==> src/rtl/io_output_bank.sv <==
`timescale 1ns/1ps
// Memory-mapped output bank: LED, seven-segment and LCD registers with byte/half/word
// store merge, combinational readback and a timed LCD setup/enable/hold strobe sequencer.
module io_output_bank #(
  parameter int NUM_HEX   = 8,
  parameter int LEDR_W    = 32,
  parameter int LEDG_W    = 32,
  parameter int LCD_SETUP = 2,
  parameter int LCD_PULSE = 4,
  parameter int LCD_HOLD  = 2
) (
  input  logic                 i_clk,
  input  logic                 i_rst_n,
  input  logic                 i_en,
  input  logic                 i_st_en,
  input  logic [2:0]           i_st_size,
  input  logic [15:0]          i_addr,
  input  logic [31:0]          i_st_data,
  output logic [31:0]          o_ld_data,
  output logic [LEDR_W-1:0]    o_ledr,
  output logic [LEDG_W-1:0]    o_ledg,
  output logic [7*NUM_HEX-1:0] o_hex,
  output logic [31:0]          o_lcd,
  output logic                 o_lcd_en,
  output logic                 o_lcd_busy
);

  // state   | meaning
  // S_IDLE  | no LCD transfer in flight
  // S_SETUP | data stable, enable low, LCD_SETUP cycles
  // S_PULSE | enable high, LCD_PULSE cycles
  // S_HOLD  | enable low, data held, LCD_HOLD cycles
  typedef enum logic [1:0] {S_IDLE, S_SETUP, S_PULSE, S_HOLD} lcd_state_t;

  localparam int CNT_W = 16;

  lcd_state_t       state_q, state_d;
  logic [CNT_W-1:0] cnt_q, cnt_d;
  logic             lcd_en_d, lcd_busy_d;

  logic [LEDR_W-1:0] ledr_q;
  logic [LEDG_W-1:0] ledg_q;
  logic [6:0]        hex_q [NUM_HEX];
  logic [31:0]       lcd_q;
  logic              ovr_q;

  logic        sel_ledr, sel_ledg, sel_hex, sel_lcd, sel_stat;
  logic [3:0]  be;
  logic [31:0] wdata, wmask;
  logic        wr, lcd_wr, lcd_free, lcd_start;
  logic [31:0] ledr_rd, ledg_rd, hex_rd, ledr_mg, ledg_mg, lcd_mg;
  logic [127:0] hex_flat;

  function automatic logic [31:0] merge(input logic [31:0] old, input logic [31:0] d,
                                        input logic [31:0] m);
    return (old & ~m) | (d & m);
  endfunction

  assign sel_ledr = (i_addr[15:4] == 12'h700);
  assign sel_ledg = (i_addr[15:4] == 12'h701);
  assign sel_hex  = (i_addr[15:4] == 12'h702);
  assign sel_lcd  = (i_addr[15:4] == 12'h703);
  assign sel_stat = (i_addr[15:4] == 12'h704);

  // Lane enables; misaligned or unknown-size stores leave be at zero.
  always_comb begin
    be    = '0;
    wdata = i_st_data;
    if (i_en && i_st_en) begin
      case (i_st_size)
        3'd0: begin
          be    = 4'b0001 << i_addr[1:0];
          wdata = {4{i_st_data[7:0]}};
        end
        3'd1: begin
          if (!i_addr[0]) be = i_addr[1] ? 4'b1100 : 4'b0011;
          wdata = {2{i_st_data[15:0]}};
        end
        3'd2: if (i_addr[1:0] == 2'b00) be = 4'b1111;
        default: be = '0;
      endcase
    end
    for (int i = 0; i < 4; i++) wmask[8*i +: 8] = {8{be[i]}};
  end

  assign wr = |be;

  always_comb begin
    hex_flat = '0;
    o_hex    = '0;
    for (int d = 0; d < NUM_HEX; d++) begin
      hex_flat[8*d +: 8] = {1'b0, hex_q[d]};
      o_hex[7*d +: 7]    = hex_q[d];
    end
  end

  assign ledr_rd = 32'(ledr_q);
  assign ledg_rd = 32'(ledg_q);
  assign hex_rd  = hex_flat[{i_addr[3:2], 5'b0} +: 32];
  assign ledr_mg = merge(ledr_rd, wdata, wmask);
  assign ledg_mg = merge(ledg_rd, wdata, wmask);
  assign lcd_mg  = merge(lcd_q, wdata, wmask);

  // The last HOLD cycle counts as idle so a write on the busy-fall edge restarts cleanly.
  assign lcd_free  = (state_q == S_IDLE) || (state_q == S_HOLD && cnt_q == '0);
  assign lcd_wr    = wr && sel_lcd;
  assign lcd_start = lcd_wr && lcd_free;

  always_comb begin
    case (i_addr[15:4])
      12'h700: o_ld_data = ledr_rd;
      12'h701: o_ld_data = ledg_rd;
      12'h702: o_ld_data = hex_rd;
      12'h703: o_ld_data = lcd_q;
      12'h704: o_ld_data = {30'b0, ovr_q, o_lcd_busy};
      default: o_ld_data = '0;
    endcase
  end

  always_ff @(posedge i_clk or negedge i_rst_n) begin
    if (!i_rst_n) begin
      ledr_q <= '0;
      ledg_q <= '0;
      lcd_q  <= '0;
      ovr_q  <= 1'b0;
      for (int d = 0; d < NUM_HEX; d++) hex_q[d] <= '0;
    end else begin
      if (wr && sel_ledr) ledr_q <= ledr_mg[LEDR_W-1:0];
      if (wr && sel_ledg) ledg_q <= ledg_mg[LEDG_W-1:0];
      for (int d = 0; d < NUM_HEX; d++) begin
        if (sel_hex && be[d%4] && i_addr[3:2] == 2'(d/4))
          hex_q[d] <= wdata[8*(d%4) +: 7];
      end
      if (lcd_start) lcd_q <= lcd_mg;
      if (lcd_wr && !lcd_free) ovr_q <= 1'b1;
      else if (wr && sel_stat && be[0] && wdata[1]) ovr_q <= 1'b0;
    end
  end

  assign o_ledr = ledr_q;
  assign o_ledg = ledg_q;
  assign o_lcd  = lcd_q;

  always_ff @(posedge i_clk or negedge i_rst_n) begin
    if (!i_rst_n) begin
      state_q    <= S_IDLE;
      cnt_q      <= '0;
      o_lcd_en   <= 1'b0;
      o_lcd_busy <= 1'b0;
    end else begin
      state_q    <= state_d;
      cnt_q      <= cnt_d;
      o_lcd_en   <= lcd_en_d;
      o_lcd_busy <= lcd_busy_d;
    end
  end

  always_comb begin
    state_d = state_q;
    cnt_d   = cnt_q;
    case (state_q)
      S_IDLE: begin
        if (lcd_start) begin
          state_d = S_SETUP;
          cnt_d   = CNT_W'(LCD_SETUP - 1);
        end
      end
      S_SETUP: begin
        if (cnt_q == '0) begin
          state_d = S_PULSE;
          cnt_d   = CNT_W'(LCD_PULSE - 1);
        end else cnt_d = cnt_q - 1'b1;
      end
      S_PULSE: begin
        if (cnt_q == '0) begin
          state_d = S_HOLD;
          cnt_d   = CNT_W'(LCD_HOLD - 1);
        end else cnt_d = cnt_q - 1'b1;
      end
      S_HOLD: begin
        if (cnt_q == '0) begin
          if (lcd_start) begin
            state_d = S_SETUP;
            cnt_d   = CNT_W'(LCD_SETUP - 1);
          end else state_d = S_IDLE;
        end else cnt_d = cnt_q - 1'b1;
      end
      default: begin
        state_d = S_IDLE;
        cnt_d   = '0;
      end
    endcase
  end

  always_comb begin
    lcd_en_d   = (state_d == S_PULSE);
    lcd_busy_d = (state_d != S_IDLE);
  end

endmodule

==> config.mk <==
export PLATFORM = sky130hd
export DESIGN_NAME = io_output_bank
export DESIGN_NICKNAME = d
export VERILOG_FILES = /design/src/rtl/io_output_bank.sv
export SDC_FILE = /design/constraint.sdc
export NUM_CORES = 1
export LEC_CHECK = 0
export ABC_AREA = 1
export ABC_CLOCK_PERIOD_IN_PS = 3130
export CAP_MARGIN = 30
export CORE_MARGIN = 2
export CORE_UTILIZATION = 52
export CTS_BUF_LIST = sky130_fd_sc_hd__clkbuf_16
export DETAILED_ROUTE_END_ITERATION = 8
export PLACE_DENSITY_LB_ADDON = 0.1
export SLEW_MARGIN = 15
export SYNTH_ARGS = -nofsm -noshare
export SYNTH_HDL_FRONTEND = slang
export SYNTH_SLANG_ARGS = --single-unit
==> constraint.sdc <==
create_clock -name i_clk -period 3.13 [get_ports i_clk]
set_input_delay 0.4695 -clock i_clk [delete_from_list [all_inputs] [get_ports i_clk]]
set_output_delay 0.4695 -clock i_clk [all_outputs]
set_load 0.005 [all_outputs]
# Word-level counts from Yosys, hierarchy flattened
# Cells that the tools add are included.
[totals]
wordCells = 92
inputBits = 55
output_inout_bits = 186
reg_bits = 173
[classes]
n_mux = 21
n_eq_ne = 12
n_addsub = 1
n_reduce_logical = 32
bitwise = 8
n_shift = 2
[op_table]
columns = ["cell", "count"]
rows = [
  ["$pmux W32 S5", 1],
  ["$and A32 B32 Y32", 4],
  ["$shiftx A128 B8 Y32", 1],
  ["$or A32 B32 Y32", 3],
  ["$mux W16", 4],
  ["$pmux W16 S4", 1],
  ["$pmux W32 S2", 1],
  ["$eq A12 B11 Y1 const B", 5],
  ["$mux W32", 1],
  ["$not A32 Y32", 1],
  ["$logic_and A1 B1 Y1", 22],
  ["$logic_not A16 Y1", 1],
  ["$mux W4", 4],
  ["$sub A16 B1 Y16 const B", 1],
  ["$pmux W4 S3", 1],
  ["$mux W2", 4],
  ["$pmux W2 S4", 1],
  ["$eq A2 B2 Y1 const B", 3],
  ["$logic_not A2 Y1", 3],
  ["$eq A2 B1 Y1 const B", 2],
  ["$reduce_bool A2 Y1", 2],
  ["$reduce_or A4 Y1", 1],
  ["$shl A1 B2 Y4 const A", 1],
  ["$eq A3 B1 Y1 const B", 1],
  ["other kinds (5)", 7],
]

# Logic depth before layout (Yosys ltp)
# Gate-level depths: netlist of run 1.
[logic_depth]
word_depth = 11
mapped_depth = 12
mapped_depth_nobuf = 11

# Least setup slack after synthesis of run 1
# OpenSTA, ideal clock, no wires.
[synth_path]
path_type = "input-to-output"
start = "input i_addr[7]"
end = "output o_ld_data[10]"
arrival_time_ns = 1.619
setup_slack_ns = 1.042
path_buffers = 2
required_ns = 2.660
path_stages = 6
cell_sequence = "or2_2 > nor2_2 > nand3_1 > buf_2 > buf_1 > o2111ai_1"
[synth_between]
elab_chain_len = 2
word_cells_on_any_way = 6
cone_classes = "5 x eq/ne; 1 x mux"
[synth_lines]
columns = ["item", "line_no", "rtl"]
rows = [
  ["start, declared", "17", "input logic [15:0] i_addr,"],
  ["$eq A12 B11 Y1", "110", "case (i_addr[15:4])"],
  ["$pmux W32 S5 (*)", "110", ""],
  ["end, declared", "19", "output logic [31:0] o_ld_data,"],
]
# Mark *: on every way between the ends. The rest lies on a longest branch, timed or not.

# Worst setup path after layout of run 1
[layout_path]
start = "input i_addr[7]"
end = "output o_ld_data[0]"
# Same word-level chain as after synthesis.

==> impl_metrics.ini, run 1 <==
[outcome]
outcome = finished clean

[clock_network]
ctsHtreeMaxLevel = 4
cts-root-buf = clkbuf_16
clk_latency_ps = 430
numCtsBuffers = 17
cts_setup_buffers = 0
cts_sinks = 173
clk_pin_slew_ps = 70
tritoncts = built
cts_buffer_depth = 2

[synth]
synth_top_area_cell = dfrtp_1
synth_compound_area_share_pct = 16.4
synthAdderAreaFrac_pct = 0.149
syn_area_per_cell_sq_um = 8.13
synth.area.mux_share_pct = 0
synth_cell_types = 36
synth_area_leaders = dfrtp_1 (52%), nand2_1 (17%), o21ai_0 (6.6%)
yosys_warnings = 0
yosysSeqAreaShare_pct = 51.7
synthXorXnorAreaFrac_pct = 1.15
syn-instance-count = 1029
synth_top_family_by_area = simple AND/OR/NAND/NOR gates
synthSimpleGateAreaFrac_pct = 23.9
netlist_area_sq_mm = 0.00837
yosys.area.top_type_share_pct = 51.7
ys_ff_latch = 173
syn-num-nets = 1085

[critical_path]
critPathRequiredTime_ps = 2660
timing.rr.start = cnt_q[0]
crit_type = input port to primary output
cp-end-kind = primary output
r2r_slack_ps = 690
r2r_cells = 11
start_kind = input port
arrival_ps = 2560
critPathMaxFanout = 13

[min_path]
hold_class = input port to asynchronous set/reset pin

[die]
core_area_sq_mm = 0.0158
rows = 46
io_pins = 241
die_w_um = 131
dieArea_sq_mm = 0.0171
fp.dieH_um = 131
start_util_pct = 52.9

[placement]
post-place-ws_ps = 34.9
place_inst = 1465
hpwl_um = 19400
post_dp_cell_area_sq_mm = 0.0111
globalplace.congestion = 0.911
port_buffers = 240

[timing]
hold_violations = 0
tightest_slew_ps = 653
finalCritPeriodShare_pct = 96.6
setup_violations = 0
slew-limit-headroom_pct = 56.4
rsz0062_at_grt = yes
setup_slack_ps = 105
max_clock_freq_ghz = 0.331
fin_hold_ws_ps = 34.1
finalSetupTns_ps = 0
slew_violations = 0
worst_clock_skew_ps = 9.43
fin_crit_ps = 3020

[drt]
drt-total-wl_um = 27600
first_pass_iters = 7
drt_iter0_drc = 610
drt-vias-per-instance = 5.54
num_vias = 8303
wl_per_cell_um = 18.4
postRouteAntennaNets = 0
drc = 0

[global_routing]
antenna_found_initial = 2
grt_pass1_wl_um = 42600
grt_util_all_layers_pct = 32.8
grt_pass1_vias = 8000
overflow = 0
grt_max_degree = 72

[cells_and_area]
syn_to_final_growth_pct = 39.8
final_nets = 1325
mostFrequentLayoutCells = nand2_1 (384), clkdlybuf4s50_1 (239), dfrtp_1 (173), o21ai_0 (110), inv_1 (77)
antenna_cells = 0
utilization_pct = 73.9
layout_commonest_cell = nand2_1
final_area_sq_mm = 0.0117
final_cells = 1498
drive_gt1_share_pct = 7.10

[flow_run]
drv_cap = 0

[pwr]
cellLeakagePower_nw = 5.29
power_mw = 4.62
vdd_drop_max_uv = 332
powerDensity_mw_per_mm2 = 395
==> what timing repair did <==
item,in CTS,in global routing
resized for setup,0,5
setup endpoints to repair,0,32
hold buffers,0,0
==> worst max path at each step <==
stage | cells past startpoint | start | slack, ps | to
2_1_floorplan | 6 | i_addr[7] | 1040 | o_ld_data[10]
3_3_place_gp | 10 | i_addr[11] | 110 | o_ld_data[25]
3_5_place_dp | 9 | i_addr[14] | 30 | o_ld_data[25]
4_1_cts | 9 | i_addr[14] | 30 | o_ld_data[25]
5_1_grt | 11 | i_addr[7] | -10 | o_ld_data[1]
6_report | 11 | i_addr[7] | 110 | o_ld_data[0]
==> cell type report <==
| cell class | instances | area [sq um] |
|---|---|---|
| sequential | 173 | 4330 |
| clock buffer | 17 | 425 |
| inverter | 85 | 322 |
| fill | 1219 | 4130 |
| multi-input combinational | 727 | 3520 |
| clock inverter | 15 | 161 |
| tap | 216 | 270 |
| timing repair buffer | 265 | 2680 |
==> Yosys cell counts <==
master and n:
inv_4 1, a31oi_1 1, inv_2 6, nor3_1 6, xnor2_1 1, nand2_1 384, a22oi_1 28, or2_2 1
clkbuf_1 19, o21ai_4 1, nor3_4 1, o22ai_1 11, buf_12 1, dfrtp_1 173, nand4_1 4, nor2_4 6
nand2_2 4, o21ai_1 33, nand2_4 2, inv_1 77, o21ai_0 110, ha_1 1, buf_1 3, buf_6 4
nand3_2 2, o21a_1 8, a21oi_1 16, nor2_1 26, xor2_1 10, buf_4 1, nand3_4 1, buf_2 16
nand3_1 41, nor2_2 4, o2111ai_1 25, clkinv_1 1
==> worst max-delay path: stages <==
cell and delay [ps]:
clkdlybuf4s50_1 410, or2_2 330, nor2_2 130, nand3_1 130, inv_2 130, buf_12 160
nand2_1 50, o21ai_0 90, a21oi_1 70, nand3_1 80, clkdlybuf4s50_1 500
==> power breakdown <==
part | total (mW) | internal, mW | switching (mW)
Combinational | 0.265 | 0.0967 | 0.168
Clock | 2.12 | 1.19 | 0.932
Sequential | 2.24 | 2.24 | 0.000205
Total | 4.62 | 3.52 | 1.10
==> metal layers <==
| layer | vias to the layer above | wire length (um) | GRT usage [%] |
|---|---|---|---|
| li1 | 3885 | - | - |
| met1 | 3930 | 11100 | 42.4 |
| met2 | 414 | 13200 | 54.5 |
| met3 | 70 | 2370 | 6.96 |
| met4 | 4 | 932 | 12.7 |
| met5 | - | 23 | 0 |
==> cell families after synthesis <==
| logic type | count (synthesis) |
|---|---|
| buf+inv | 129 |
| fa+ha+maj | 1 |
| compound gates | 233 |
| xor+xnor | 11 |
| simple gates | 482 |
| flops | 173 |
Power figures use the tool's default switching activity.
==> inputs of run 2 (changes only) <==
- CORE_UTILIZATION: 52 -> 65
- DONT_BUFFER_PORTS: unset -> 1
==> run 2 against run 1 <==
Wire length is 12% lower. Total power grew 2.7%. Critical path depth decreased by 3. Largest cell class unchanged. The flow now finishes with violations (hold timing). Design area shrank 22%. Register-to-register slack better by 60 ps. Global-route usage rose by 3.3 points. Maximum frequency is 18% higher. Combinational power decreased by 52%. Hold slack got worse by 310 ps. Count of clock-buffer cells in the layout did not move. Sequential cell count did not move.
==> impl_metrics.ini, run 2 (same netlist as run 1, synthesis figures left out) <==
[drt]
first_pass_iters = 5
drt_iter0_drc = 765
drt-total-wl_um = 24300
drc = 0
postRouteAntennaNets = 0
num_vias = 7349
drt-vias-per-instance = 6.14
wl_per_cell_um = 20.3

[critical_path]
slowest_delay_ps = 450
critPathBufInv = 2
critPathMaxFanout = 24
cp_slowest_cell = inv_2
cp-end-kind = primary output
critPathRequiredTime_ps = 2660
crit_chain = nor2_1 -> nand2_1 -> nor2_1 -> nand3_1 -> inv_2 -> buf_4 -> nand2_1 -> o2111ai_1
crit_type = input port to primary output
arrival_ps = 2090
start_kind = input port
path_delay_family = buffers and inverters

[timing]
slew-limit-headroom_pct = 62.6
hold_violations = 173
rsz0062_at_grt = no
slew_violations = 0
worst_clock_skew_ps = 6.90
fin_hold_ws_ps = -272
setup_violations = 0
fin_crit_ps = 2560
max_clock_freq_ghz = 0.391
tightest_slew_ps = 560
finalCritPeriodShare_pct = 81.7
finalSetupTns_ps = 0

[min_path]
hold_class = input port to asynchronous set/reset pin

[clock_network]
tritoncts = built
cts_sinks = 173
numCtsBuffers = 17
cts_buffer_depth = 2
ctsHtreeMaxLevel = 4
clk_latency_ps = 430
cts-root-buf = clkbuf_16
clk_pin_slew_ps = 60
ctsResizeCount = 0
cts_setup_buffers = 0

[placement]
hpwl_um = 16400
globalplace.congestion = 0.887
port_buffers = 0

[cells_and_area]
multi_input_comb_area_sq_mm = 0.00350
syn_to_final_growth_pct = 8.71
drive_gt1_share_pct = 6.93
fillers = 1006
antenna_cells = 0
mostFrequentLayoutCells = nand2_1 (384), dfrtp_1 (173), o21ai_0 (110), inv_1 (77), nand3_1 (40)
regArea_sq_mm = 0.00433
layout_commonest_cell = nand2_1
final_nets = 1068
utilization_pct = 72.1

[die]
start_util_pct = 66.3
io_pins = 241
die_w_um = 117
dieArea_sq_mm = 0.0138
core_area_sq_mm = 0.0126
fp.dieH_um = 117
rows = 41

[flow_run]
drv_cap = 0

[global_routing]
overflow = 0
grt_pass1_wl_um = 38900
grt_pass1_vias = 7056
grt_util_all_layers_pct = 36.1
grt_max_degree = 174
antenna_found_initial = 0

[outcome]
violations = hold timing
outcome = finished with violations

[pwr]
powerDensity_mw_per_mm2 = 522
vdd_drop_max_uv = 391
cellLeakagePower_nw = 4.38
-- run 2: final timing paths --
path                         startpoint       endpoint  slack (ps)  cells past startpoint
hold reg to reg                   ovr_q          ovr_q         500                      2
min in group i_clk         i_st_data[6]       register         160                      2
hold / removal                  i_rst_n      o_hex[24]        -270                      0
setup reg to reg               cnt_q[0]       register         750                     11
setup / recovery             i_addr[11]  o_ld_data[10]         570                      8
max in group asynchronous       i_rst_n      o_hex[17]        3000                      0
-- run 2: where the power goes --
part           switching [mW]  total (mW)  leakage (nW)  internal, mW
Sequential           0.000249        2.24          2.35          2.24
Clock                   0.888        2.38         0.321          1.50
Combinational           0.100       0.128          1.71        0.0282
Total                   0.989        4.75          4.38          3.76
-- run 2: stage by stage --
stage / hold WS (ps) / cells / worst slack, ps / total power [mW] / area, sq um
final: -272 / 1197 / 574 / 4.75 / 9100
after detailed placement: 178 / 1165 / 586 / 2.40 / 8430
after global routing: -292 / 1197 / 387 / 4.88 / 9100
after floorplan: 174 / 1029 / 1040 / 2.36 / 8370
after global placement: 177 / 1165 / 649 / 2.40 / 8430
after CTS: -282 / 1197 / 592 / 4.76 / 9100
-- run 2: final cells by class --
cell class              instances  area share [%]
well taps                     172            2.36
multi-input cells             727            38.5
repair buffers                  8           0.660
clock inverters                15            2.68
inverters                      85            3.53
flip-flops and latches        173            47.6
clock buffers                  17            4.67
-- run 2: per-layer routing --
layer	part of all wire, %	vias to the layer above	GRT usage [%]
met4	2.7	0	15.0
met3	9.2	44	10.8
li1	-	3357	-
met1	40	3578	45.9
met2	48	370	58.3
met5	0	-	0
